`src/rtl/switch_debouncer.sv`:
```
// Per-bit switch debouncer: two-flop synchronizer, a stable-cycle counter per bit,
// one-cycle change pulses and an 8-bit wrapping count of cycles with any change.
module switch_debouncer #(
  parameter int WIDTH           = 8,
  parameter int DEBOUNCE_CYCLES = 4
) (
  input  logic             clk,
  input  logic             reset,
  input  logic [WIDTH-1:0] SW,
  output logic [WIDTH-1:0] sw_out,
  output logic [WIDTH-1:0] changed,
  output logic             any_change,
  output logic [7:0]       event_count
);

  localparam int CNT_W = ($clog2(DEBOUNCE_CYCLES + 1) < 1) ? 1 : $clog2(DEBOUNCE_CYCLES + 1);
  localparam logic [CNT_W-1:0] CNT_LAST = CNT_W'(DEBOUNCE_CYCLES - 1);
  localparam logic [CNT_W-1:0] CNT_ONE  = CNT_W'(1);

  logic [WIDTH-1:0] sw_meta;
  logic [WIDTH-1:0] sw_sync;
  logic [CNT_W-1:0] cnt      [WIDTH];
  logic [CNT_W-1:0] cnt_next [WIDTH];
  logic [WIDTH-1:0] sw_out_next;
  logic [WIDTH-1:0] changed_next;

  // A bit only updates after DEBOUNCE_CYCLES consecutive disagreeing samples;
  // any agreeing sample throws the partial count away.
  always_comb begin
    sw_out_next  = sw_out;
    changed_next = '0;
    for (int i = 0; i < WIDTH; i++) begin
      cnt_next[i] = '0;
      if (sw_sync[i] != sw_out[i]) begin
        if (cnt[i] == CNT_LAST) begin
          sw_out_next[i]  = sw_sync[i];
          changed_next[i] = 1'b1;
        end else begin
          cnt_next[i] = cnt[i] + CNT_ONE;
        end
      end
    end
  end

  always_ff @(posedge clk or posedge reset) begin
    if (reset) begin
      sw_meta     <= '0;
      sw_sync     <= '0;
      sw_out      <= '0;
      changed     <= '0;
      event_count <= '0;
      for (int i = 0; i < WIDTH; i++) begin
        cnt[i] <= '0;
      end
    end else begin
      sw_meta <= SW;
      sw_sync <= sw_meta;
      sw_out  <= sw_out_next;
      changed <= changed_next;
      for (int i = 0; i < WIDTH; i++) begin
        cnt[i] <= cnt_next[i];
      end
      if (any_change) begin
        event_count <= event_count + 8'd1;
      end
    end
  end

  assign any_change = |changed;

endmodule

```
`config.mk`:
```
export PLATFORM = sky130hd
export DESIGN_NAME = switch_debouncer
export DESIGN_NICKNAME = d
export VERILOG_FILES = /design/src/rtl/switch_debouncer.sv
export SDC_FILE = /design/constraint.sdc
export NUM_CORES = 1
export LEC_CHECK = 0
export CORE_ASPECT_RATIO = 1.25
export CORE_MARGIN = 2
export CORE_UTILIZATION = 40
export DETAILED_ROUTE_END_ITERATION = 7
export HOLD_SLACK_MARGIN = 0.05
export SLEW_MARGIN = 10
export SYNTH_ARGS = -nofsm -noshare
export SYNTH_HDL_FRONTEND = slang
export SYNTH_SLANG_ARGS = --single-unit
```
`constraint.sdc`:
```
create_clock -name clk -period 2.15 [get_ports clk]
set_input_delay 0.43 -clock clk [delete_from_list [all_inputs] [get_ports clk]]
set_output_delay 0.43 -clock clk [all_outputs]
set_load 0.01 [all_outputs]
```
==> impl_metrics.yaml <==
status:
  outcome: "completed"
setup_path:
  path_cells: "nor4_2 -> nand2_2 -> clkdlybuf4s50_1"
  path_buf_inv: 1
  slowest_stage: "clkdlybuf4s50_1"
  path_depth: 3
  critPathKind: "flip-flop to primary output"
  crit_required_ns: 1.72
  r2r_setup_slack_ns: 0.74
  crit_path_max_fanout: 2
  reg2regPathDepth: 4
  cp-end-kind: "primary output"
  critPathMaxStageDelay_ns: 0.49
  critPathTopFamily: "buffers and inverters"
  critical_path.startpoint_type: "flip-flop"
  cp.arrival_ns: 1.63
cells_and_area:
  mostFrequentLayoutCells: "64 x dfrtp_1, 34 x clkdlybuf4s50_1, 17 x nor2b_1"
  n_antenna_cell: 0
  mostFrequentLayoutCell: "dfrtp_1"
  area.growth.synth_to_final_pct: 26.7
  drive_above_1_share_pct: 12.9
  final_cell_count_no_fill: 265
  nNetsFinal: 216
  fin_area_sq_um: 2910
yosys:
  yosysSeqAreaShare_pct: 69.6
  synth.net_count: 169
  yosysWarnings: 0
  synth.largest_area_cell: "dfrtp_1"
  yosysUniqueCellTypes: 17
  synth_seq_cells: 64
  avgSynthCellArea_sq_um: 15.3
  syn-cell-area_sq_um: 2300
  synth.area.top_cells: "dfrtp_1 70%, xnor2_1 5.3%, ha_1 4.9%"
  netlist_instances: 150
  synth_top_area_share_pct: 69.6
timing:
  drv_slew: 0
  setup_viol: 0
  hold_violations: 0
  min_period_ns: 2.06
  whs_ns: 0.350
  layout_setup_ws_ns: 0.0926
  fin_crit_sh_pct: 95.7
  tns_ns: 0
  maxSlewHeadroom_pct: 78.0
  clock_skew_ns: 0.00380
  rsz0062_at_grt: "no"
  max_slew.worst_pin.slew_ns: 0.328
  fmax_ghz: 0.486
floorplanning:
  fp.dieArea_sq_um: 6380
  core_area_sq_um: 5480
  die_h_um: 88.8
  die_x_um: 71.8
  start_util_pct: 42.0
  fp-row-count: 30
  ios: 35
drt:
  vias: 1286
  drt_iter0_drc: 39
  wire_per_inst_um: 13.4
  wl_um: 3560
  drcViolationCount: 0
  drt.antenna.violating_nets: 0
  viasPerCell: 4.85
  drt_pass1_iterations: 4
clock_network:
  clockRootBuffer: "clkbuf_8"
  clk_latency_ns: 0.32
  cts_sinks: 64
  cts_tree: "done"
  clockBufferDepth: 2
  h-tree-depth: 3
  path_clk_slew_ns: 0.06
  cts_buffers: 9
  cts.repair.resized: 0
global_routing:
  antenna_found_initial: 0
  grt_pass1_vias: 1426
  grt-ovfl-total: 0
  grt_max_degree: 65
  grt_pass1_wl_um: 6070
  grt_usage_pct: 12.8
power_and_ir_drop:
  ir_worst_vdd_v: 0.000466
  p_leak_nw: 1.31
  power_density_nw_per_um2: 1260
placed_design:
  portBuffers: 34
  place_ws_ns: 0.294
  dpl.cell_count: 249
  gp_congestion: 0.691
  dpl.hpwl_um: 2560
  dpl-instance-area_sq_um: 2740
flow_run:
  cap_violations: 0
worst_hold_path:
  holdPathStages: 0
  min_path_type: "flip-flop to flip-flop"
==> flip-flops by register name (all words and copies together), names as in the netlist <==
signal,flops
changed,8
cnt,24
event_count,8
sw_meta,8
sw_out,8
sw_sync,8
==> metrics by stage <==
step | util, % | power, mW
floorplan | - | 2.33
CTS | 53.2 | 3.73
global route | 53.2 | 3.92
detailed placement | 50.0 | 2.83
finish | 53.2 | 3.66
global placement | 50.0 | 2.75
==> per-layer routing <==
layer / up-vias / GRT usage (%) / share of wire [%]
li1: 609 / - / -
met1: 649 / 13.6 / 41
met2: 26 / 22.1 / 53
met3: 2 / 5.13 / 4.3
met4: 0 / 6.17 / 0.76
met5: - / 0 / 0
==> path summary, 6_finish.rpt <==
| path | from | to |
|---|---|---|
| worst max register to register | changed[5]$_DFF_PP0_ | event_count[1]$_DFFE_PP0P_ |
| min in group asynchronous | reset | event_count[5]$_DFFE_PP0P_ |
| max in group asynchronous | reset | cnt[23]$_DFF_PP0_ |
| worst max-delay path | changed[5]$_DFF_PP0_ | any_change |
| worst min register to register | sw_meta[3]$_DFF_PP0_ | sw_sync[3]$_DFF_PP0_ |
| worst min-delay path | sw_meta[3]$_DFF_PP0_ | sw_sync[3]$_DFF_PP0_ |
==> where the power goes <==
part           total, mW  internal [mW]  switching (mW)
logic               1.11          0.647           0.467
clock network      0.853          0.477           0.376
registers           1.70           1.49           0.210
==> final cells by class <==
type / instances / area, sq um
Timing Repair Buffer: 36 / 368
Fill cell: 471 / 2570
Sequential cell: 64 / 1600
Multi-Input combinational cell: 85 / 694
Inverter: 1 / 3.75
Clock buffer: 15 / 166
Tap cell: 64 / 80.1
==> logic make-up (layout without fill, tap and decap cells) <==
logic type	Yosys count	count (layout)	share of synthesized area, %
muxes	9	9	4.57
DFF	64	64	69.6
adders and majority gates	9	9	4.90
buffers and inverters	1	52	0.163
xor gates and xnor gates	15	15	5.71
and+or+nand+nor	52	52	15.0
==> Yosys cell counts, drive strengths merged <==
cell   count
and3       1
and4       2
dfrtp     64
ha         9
inv        1
mux2       9
nand2      2
nand3      3
nand4      2
nor2b     17
nor3       8
nor3b     15
nor4       2
xnor2     14
xor2       1
==> timing repair <==
| action | 4_1_cts | 5_1_grt |
|---|---|---|
| endpoints found under the setup margin | 1 | 0 |
| buffers inserted | 1 | 0 |
| hold buffers | 0 | 0 |
Power figures use the tool's default switching activity.
